**config.mk**
```make
export PLATFORM = sky130hd
export DESIGN_NAME = vga_scan_gen_flat
export DESIGN_NICKNAME = d
export VERILOG_FILES = /design/src/rtl/vga_timing_pkg.sv /design/src/rtl/vga_scan_gen_if.sv /design/src/rtl/vga_scan_gen_counter.sv /design/src/rtl/vga_scan_gen.sv /design/src/flat_wrapper.sv
export SDC_FILE = /design/constraint.sdc
export NUM_CORES = 1
export LEC_CHECK = 0
export ABC_AREA = 1
export ABC_CLOCK_PERIOD_IN_PS = 1210
export BUFFER_PORTS_ARGS = -buffer_cell sky130_fd_sc_hd__buf_2
export CAP_MARGIN = 30
export CELL_PAD_IN_SITES_DETAIL_PLACEMENT = 0
export CELL_PAD_IN_SITES_GLOBAL_PLACEMENT = 2
export CORE_UTILIZATION = 26
export DETAILED_ROUTE_END_ITERATION = 12
export PLACE_DENSITY_LB_ADDON = 0.1
export SYNTH_ARGS = -nofsm -noshare
export SYNTH_HDL_FRONTEND = slang
export SYNTH_SLANG_ARGS = --single-unit
```
**constraint.sdc**
```tcl
create_clock -name Clk -period 1.21 [get_ports Clk]
set_input_delay 0.0605 -clock Clk [delete_from_list [all_inputs] [get_ports Clk]]
set_output_delay 0.0605 -clock Clk [all_outputs]
set_load 0.005 [all_outputs]
```
**src/rtl/vga_timing_pkg.sv**
```systemverilog
// Shared VGA timing constants (640x480@60 defaults), coordinate/colour types
// and a window helper used by the sync comparators.
package vga_timing_pkg;

   localparam int H_VISIBLE = 640;
   localparam int H_FP      = 16;
   localparam int H_SYNC    = 96;
   localparam int H_BP      = 48;
   localparam int V_VISIBLE = 480;
   localparam int V_FP      = 10;
   localparam int V_SYNC    = 2;
   localparam int V_BP      = 33;
   localparam bit SYNC_ACT  = 1'b0;

   localparam int H_TOTAL      = H_VISIBLE + H_FP + H_SYNC + H_BP;
   localparam int V_TOTAL      = V_VISIBLE + V_FP + V_SYNC + V_BP;
   localparam int H_SYNC_START = H_VISIBLE + H_FP;
   localparam int H_SYNC_END   = H_SYNC_START + H_SYNC - 1;
   localparam int V_SYNC_START = V_VISIBLE + V_FP;
   localparam int V_SYNC_END   = V_SYNC_START + V_SYNC - 1;

   typedef logic [9:0] coord_t;
   typedef logic [7:0] chan_t;

   typedef struct packed {
      chan_t r;
      chan_t g;
      chan_t b;
   } rgb_t;

   function automatic logic in_window(coord_t v, int lo, int hi);
      return (int'(v) >= lo) && (int'(v) <= hi);
   endfunction

endpackage

```
**src/rtl/vga_scan_gen_if.sv**
```systemverilog
// Scan-generator bundle: pixel strobe and mapper colour in, draw coordinates,
// VGA pins and game ticks out. master = scan generator, slave = its consumer.
interface vga_scan_gen_if;
   import vga_timing_pkg::*;

   logic   pix_en;
   chan_t  R_in;
   chan_t  G_in;
   chan_t  B_in;
   coord_t DrawX;
   coord_t DrawY;
   chan_t  VGA_R;
   chan_t  VGA_G;
   chan_t  VGA_B;
   logic   VGA_HS;
   logic   VGA_VS;
   logic   VGA_BLANK_N;
   logic   line_start;
   logic   frame_start;

   modport master (
      input  pix_en, R_in, G_in, B_in,
      output DrawX, DrawY, VGA_R, VGA_G, VGA_B, VGA_HS, VGA_VS, VGA_BLANK_N,
             line_start, frame_start
   );

   modport slave (
      output pix_en, R_in, G_in, B_in,
      input  DrawX, DrawY, VGA_R, VGA_G, VGA_B, VGA_HS, VGA_VS, VGA_BLANK_N,
             line_start, frame_start
   );

endinterface

```
**src/rtl/vga_scan_gen_counter.sv**
```systemverilog
// Modulo-MAX counter with enable. wrap flags the terminal count so the caller
// can chain the next counter; out-of-range values also wrap to 0.
module scan_counter #(
   parameter int MAX = 800,
   parameter int W   = 10
) (
   input  logic         Clk,
   input  logic         Reset,
   input  logic         en,
   output logic [W-1:0] count,
   output logic         wrap
);

   assign wrap = (count >= W'(MAX - 1));

   always_ff @(posedge Clk or posedge Reset) begin
      if (Reset)
         count <= '0;
      else if (en)
         count <= wrap ? '0 : count + 1'b1;
   end

endmodule

```
**src/rtl/vga_scan_gen.sv**
```systemverilog
// VGA scan generator: DrawX/DrawY are the live counters; colour, blank and
// syncs are registered one pixel later so they line up with the mapper's RGB.
module vga_scan_gen #(
   parameter int H_VISIBLE = vga_timing_pkg::H_VISIBLE,
   parameter int H_FP      = vga_timing_pkg::H_FP,
   parameter int H_SYNC    = vga_timing_pkg::H_SYNC,
   parameter int H_BP      = vga_timing_pkg::H_BP,
   parameter int V_VISIBLE = vga_timing_pkg::V_VISIBLE,
   parameter int V_FP      = vga_timing_pkg::V_FP,
   parameter int V_SYNC    = vga_timing_pkg::V_SYNC,
   parameter int V_BP      = vga_timing_pkg::V_BP,
   parameter bit SYNC_ACT  = vga_timing_pkg::SYNC_ACT
) (
   input  logic          Clk,
   input  logic          Reset,
   vga_scan_gen_if.master bus
);
   import vga_timing_pkg::*;

   localparam int HT  = H_VISIBLE + H_FP + H_SYNC + H_BP;
   localparam int VT  = V_VISIBLE + V_FP + V_SYNC + V_BP;
   localparam int HS0 = H_VISIBLE + H_FP;
   localparam int HS1 = HS0 + H_SYNC - 1;
   localparam int VS0 = V_VISIBLE + V_FP;
   localparam int VS1 = VS0 + V_SYNC - 1;

   coord_t hc, vc;
   logic   h_last, v_last;
   logic   vis, hs_win, vs_win;
   rgb_t   pix_q;
   logic   blank_n_q, hs_q, vs_q, line_q, frame_q;

   scan_counter #(.MAX(HT), .W(10)) u_hc (
      .Clk   (Clk),
      .Reset (Reset),
      .en    (bus.pix_en),
      .count (hc),
      .wrap  (h_last)
   );

   scan_counter #(.MAX(VT), .W(10)) u_vc (
      .Clk   (Clk),
      .Reset (Reset),
      .en    (bus.pix_en & h_last),
      .count (vc),
      .wrap  (v_last)
   );

   assign bus.DrawX = hc;
   assign bus.DrawY = vc;

   always_comb begin
      vis    = (hc < coord_t'(H_VISIBLE)) && (vc < coord_t'(V_VISIBLE));
      hs_win = in_window(hc, HS0, HS1);
      vs_win = in_window(vc, VS0, VS1);
   end

   // Ticks are sampled every Clk so they drop after one cycle even with pix_en low.
   always_ff @(posedge Clk or posedge Reset) begin
      if (Reset) begin
         pix_q     <= '0;
         blank_n_q <= 1'b0;
         hs_q      <= !SYNC_ACT;
         vs_q      <= !SYNC_ACT;
         line_q    <= 1'b0;
         frame_q   <= 1'b0;
      end else begin
         line_q  <= bus.pix_en & h_last;
         frame_q <= bus.pix_en & h_last & v_last;
         if (bus.pix_en) begin
            blank_n_q <= vis;
            pix_q     <= vis ? rgb_t'{bus.R_in, bus.G_in, bus.B_in} : '0;
            hs_q      <= hs_win ? SYNC_ACT : !SYNC_ACT;
            vs_q      <= vs_win ? SYNC_ACT : !SYNC_ACT;
         end
      end
   end

   assign bus.VGA_R       = pix_q.r;
   assign bus.VGA_G       = pix_q.g;
   assign bus.VGA_B       = pix_q.b;
   assign bus.VGA_BLANK_N = blank_n_q;
   assign bus.VGA_HS      = hs_q;
   assign bus.VGA_VS      = vs_q;
   assign bus.line_start  = line_q;
   assign bus.frame_start = frame_q;

endmodule

```
**src/flat_wrapper.sv**
```systemverilog
// flat-port wrapper written by rule: the top's interface ports become plain ports
module vga_scan_gen_flat import vga_timing_pkg::*;
#(
   parameter int H_VISIBLE = vga_timing_pkg::H_VISIBLE,
   parameter int H_FP      = vga_timing_pkg::H_FP,
   parameter int H_SYNC    = vga_timing_pkg::H_SYNC,
   parameter int H_BP      = vga_timing_pkg::H_BP,
   parameter int V_VISIBLE = vga_timing_pkg::V_VISIBLE,
   parameter int V_FP      = vga_timing_pkg::V_FP,
   parameter int V_SYNC    = vga_timing_pkg::V_SYNC,
   parameter int V_BP      = vga_timing_pkg::V_BP,
   parameter bit SYNC_ACT  = vga_timing_pkg::SYNC_ACT
)
  (Clk, Reset, bus_pix_en, bus_R_in, bus_G_in, bus_B_in, bus_DrawX, bus_DrawY, bus_VGA_R, bus_VGA_G, bus_VGA_B, bus_VGA_HS, bus_VGA_VS, bus_VGA_BLANK_N, bus_line_start, bus_frame_start);
  vga_scan_gen_if bus_i ();
  input  logic Clk;
  input  logic Reset;
  input wire logic [$bits(bus_i.pix_en)-1:0] bus_pix_en;
  input wire logic [$bits(bus_i.R_in)-1:0] bus_R_in;
  input wire logic [$bits(bus_i.G_in)-1:0] bus_G_in;
  input wire logic [$bits(bus_i.B_in)-1:0] bus_B_in;
  output wire logic [$bits(bus_i.DrawX)-1:0] bus_DrawX;
  output wire logic [$bits(bus_i.DrawY)-1:0] bus_DrawY;
  output wire logic [$bits(bus_i.VGA_R)-1:0] bus_VGA_R;
  output wire logic [$bits(bus_i.VGA_G)-1:0] bus_VGA_G;
  output wire logic [$bits(bus_i.VGA_B)-1:0] bus_VGA_B;
  output wire logic [$bits(bus_i.VGA_HS)-1:0] bus_VGA_HS;
  output wire logic [$bits(bus_i.VGA_VS)-1:0] bus_VGA_VS;
  output wire logic [$bits(bus_i.VGA_BLANK_N)-1:0] bus_VGA_BLANK_N;
  output wire logic [$bits(bus_i.line_start)-1:0] bus_line_start;
  output wire logic [$bits(bus_i.frame_start)-1:0] bus_frame_start;
  assign bus_i.pix_en = bus_pix_en;
  assign bus_i.R_in = bus_R_in;
  assign bus_i.G_in = bus_G_in;
  assign bus_i.B_in = bus_B_in;
  assign bus_DrawX = bus_i.DrawX;
  assign bus_DrawY = bus_i.DrawY;
  assign bus_VGA_R = bus_i.VGA_R;
  assign bus_VGA_G = bus_i.VGA_G;
  assign bus_VGA_B = bus_i.VGA_B;
  assign bus_VGA_HS = bus_i.VGA_HS;
  assign bus_VGA_VS = bus_i.VGA_VS;
  assign bus_VGA_BLANK_N = bus_i.VGA_BLANK_N;
  assign bus_line_start = bus_i.line_start;
  assign bus_frame_start = bus_i.frame_start;
  vga_scan_gen #(.H_VISIBLE(H_VISIBLE), .H_FP(H_FP), .H_SYNC(H_SYNC), .H_BP(H_BP), .V_VISIBLE(V_VISIBLE), .V_FP(V_FP), .V_SYNC(V_SYNC), .V_BP(V_BP), .SYNC_ACT(SYNC_ACT)) u_core (.Clk(Clk), .Reset(Reset), .bus(bus_i));
endmodule
```
==> key figures <==
Critical path
  – WS Path Type: reg -> reg
  – Crit-path max FO: 8
  – CP endpoint kind: flop
  – Critical Path RT: between 1 and 1.5 ns
  – CP Launch Type: flop
  – CP arrival: ~1.5 ns
  – R2r setup slk: -0.11 ns

STA
  – Final setup viols: 46
  – Final worst setup slack: -0.109 ns
  – Setup TNS: -2.61 ns
  – Fmax achieved: around 0.76 GHz
  – Fin crit share: 109%
  – Slew HR: 80.6%
  – Pins Over Slew Limit: 0
  – Worst Skew: around 0.011 ns
  – Hold Vio Cnt, Final: 0
  – RSZ-0062 raised after global routing: true
  – Worst Max-Slew Pin Slew: roughly 0.29 ns
  – Min Clock Period, post-route: 1.32 ns

Detailed routing
  – Vias per cell: between 4 and 5
  – First DRT Iteration DRCs: about 50
  – DRT Pass-1 Iters: 4
  – Vias: about 2500
  – Residual DRC: 0
  – Wirelength, routed: between 7 and 8 mm
  – Antenna Violating Nets Remaining: 0
  – WL/cell: ~13 um

Global route
  – Grt ovf: 0
  – Number of global-route vias before repair: 2470
  – Initial antenna violation count: 0
  – First-pass GRT wire length: between 10 and 15 mm
  – Global Route Usage Sum: ~16%
  – Largest net degree at the start of global routing: 34

Clock tree
  – Total CTS buffers: 5
  – H-tree depth: 2
  – Clock Latency Late Sink: ~0.31 ns
  – Worst-path clk slew: 0.10 ns
  – Clock tree root buffer cell: clkbuf_8
  – CTS Sinks: roughly 50
  – CTS tree: yes
  – Clk buf depth: 2

Pwr
  – Worst ir drop on vdd: around 0.8 mV
  – P per Cell Area: around 1300 nW/um^2
  – P_sw: around 1.8 mW
  – Leak: 2.12 nW
  – Logic pwr share: between 40% and 50%
  – Net Sw Frac: 34.3%
  – Sequential share of power: between 30 and 40%
  – Int Pwr: 3.39 mW
  – Clock share of power: roughly a fifth

Job
  – Max-Cap Viols: 0

Final layout
  – # fillers: 932
  – Commonest non-fill, non-tap cell in the layout: nand2_1
  – Nets: roughly 490
  – Share of layout cells above drive strength 1: a little under 50%
  – Commonest non-fill, non-tap cells in the layout: nand2_1, buf_2, dfrtp_1
  – Fin util: between 40% and 50%
  – Ant diodes: 0
  – Layout area overhead: 61.8%
  – Layout Cells excl Fill: 590

Floorplanning
  – Die width: 101 um
  – Die H: roughly 100 um
  – Ports: 76
  – # rows: 35
  – Die footprint: around 10000 um^2
  – Initial Utilization: a little over a quarter
  – Core Region: 9330 um^2

Yosys
  – Sequential share of the synthesized area: around half
  – Post-synth net total: 333
  – Syn avg cell area: between 8 and 9 um^2
  – Gate count of the mapped netlist: between 300 and 400
  – FF+latch count, synth: slightly below 50
  – Mapped Area: approximately 2500 um^2
  – Yosys Warn Count: 0
  – Count of different cell masters after synthesis: 31

Status
  – Outcome: finished with violations
  – Violations in the final reports: setup timing

Min path
  – Hold crit path type: in -> async

Placement
  – # port buffers: 75
  – GPL Wtd Cong: roughly 0.73
  – Post-DP HPWL: 5.16 mm
  – DP Cell Count: 542
[power by group through the flow]
stage | Clock (mW) | Combinational (mW) | Sequential (mW)
after global placement | 0 | 1.61 | 2.04
after CTS | 1.08 | 2.00 | 2.02
after detailed placement | 0 | 1.60 | 2.04
after floorplan | 0 | 0.661 | 2.10
final | 1.03 | 2.11 | 2.03
after global routing | 1.14 | 2.32 | 2.06
[worst paths after layout]
kind / depth (start not counted) / startpoint / to
worst max-delay path: 7 / u_core.u_hc.count[1] / u_core.u_vc.count[1]
min in group Clk: 4 / bus_pix_en / u_core.bus.VGA_VS
worst max register to register: 7 / u_core.u_hc.count[1] / u_core.u_vc.count[1]
worst min register to register: 2 / u_core.bus.VGA_B[6] / u_core.bus.VGA_B[6]
worst min-delay path: 3 / Reset / u_core.bus.VGA_B[2]
max in group asynchronous: 4 / Reset / u_core.bus.VGA_VS
[flip-flops by register name, indices dropped and copies added (netlist names)]
register,cells
u_core.bus.VGA_G,8
u_core.bus.VGA_BLANK_N,1
u_core.bus.VGA_B,8
u_core.bus.VGA_HS,1
u_core.bus.frame_start,1
u_core.bus.line_start,1
u_core.u_hc.count,10
u_core.bus.VGA_VS,1
u_core.bus.VGA_R,8
u_core.u_vc.count,10
[layer usage]
metal / global-route usage [%] / vias up / routed length, um
met5: 0 / - / 0
met4: 3.34 / 0 / 53
li1: - / 1274 / -
met3: 2.43 / 4 / 299
met2: 26.1 / 60 / 3480
met1: 21.5 / 1158 / 3680
[worst max-delay path, cell delays in order (launching register included)]
cell	delay [ns]
dfrtp_1	0.41
ha_4	0.16
nand4_1	0.12
nand2_2	0.16
nand2_8	0.11
buf_8	0.16
nand2_2	0.05
o21ai_1	0.05
[cells in the mapped netlist]
| cell type | n | area [um^2] |
|---|---|---|
| o21ai_2 | 1 | 8.76 |
| ha_1 | 4 | 50.1 |
| inv_4 | 1 | 6.26 |
| nor3_1 | 2 | 10.0 |
| nor2_2 | 4 | 25.0 |
| nor2_1 | 27 | 101 |
| nand3b_1 | 3 | 22.5 |
| nor2_4 | 2 | 22.5 |
| inv_2 | 2 | 7.51 |
| a21oi_2 | 3 | 26.3 |
| nand2_1 | 106 | 398 |
| xor2_1 | 3 | 26.3 |
| buf_6 | 7 | 78.8 |
| nand2_4 | 1 | 11.3 |
| nand3_4 | 1 | 17.5 |
| nor3_2 | 2 | 20.0 |
| buf_2 | 1 | 5.00 |
| nand2_2 | 6 | 37.5 |
| nand3_1 | 29 | 145 |
| nand3_2 | 10 | 100 |
| a21oi_1 | 5 | 25.0 |
| buf_4 | 1 | 7.51 |
| clkbuf_1 | 1 | 3.75 |
| dfrtp_1 | 47 | 1180 |
| o21ai_0 | 3 | 15.0 |
| buf_12 | 1 | 20.0 |
| o21ai_1 | 3 | 15.0 |
| nand4_1 | 4 | 25.0 |
| inv_1 | 19 | 71.3 |
| o21bai_1 | 1 | 7.51 |
| dfstp_2 | 2 | 52.6 |
[cells by family (layout without fill, tap and decap cells)]
logic type / count (synthesis) / count (layout) / share of synthesized area (%)
xor gates and xnor gates: 3 / 3 / 1.04
DFF: 49 / 49 / 48.4
adders and majority gates: 4 / 4 / 1.97
buffers and inverters: 33 / 191 / 7.89
AOI/OAI and AO/OA: 16 / 16 / 3.84
and+or+nand+nor: 197 / 198 / 36.9
[layout make-up]
type	instances	area, um^2	share of cell area [%]
clock buffer	5	68.8	1.68
clock inverter	3	21.3	0.518
inverter	22	93.8	2.29
multi-input combinational	221	1330	32.3
sequential	49	1230	30.0
tap	129	161	3.93
timing repair buffer	161	1200	29.3
[stage by stage]
| step | power [mW] | cell area, um^2 | setup slack (ns) | hold slack [ns] |
|---|---|---|---|---|
| after floorplan | 2.76 | 2560 | -0.0637 | 0.0958 |
| after global placement | 3.64 | 3360 | -0.221 | -0.0397 |
| after detailed placement | 3.64 | 3360 | -0.292 | -0.0384 |
| after CTS | 5.10 | 3950 | -0.124 | 0.161 |
| after global routing | 5.52 | 4110 | -0.189 | 0.177 |
| final | 5.17 | 4110 | -0.109 | 0.173 |
[repair_timing]
| item | in CTS | in global routing |
|---|---|---|
| endpoints found under the setup margin | 48 | 52 |
| gates cloned | 1 | 0 |
| resized for setup | 33 | 36 |
| hold buffers | 25 | 0 |
| setup buffers | 13 | 4 |
| hold endpoints to repair | 71 | 0 |
| pin swaps | 11 | 11 |
Power figures use the tool's default switching activity.
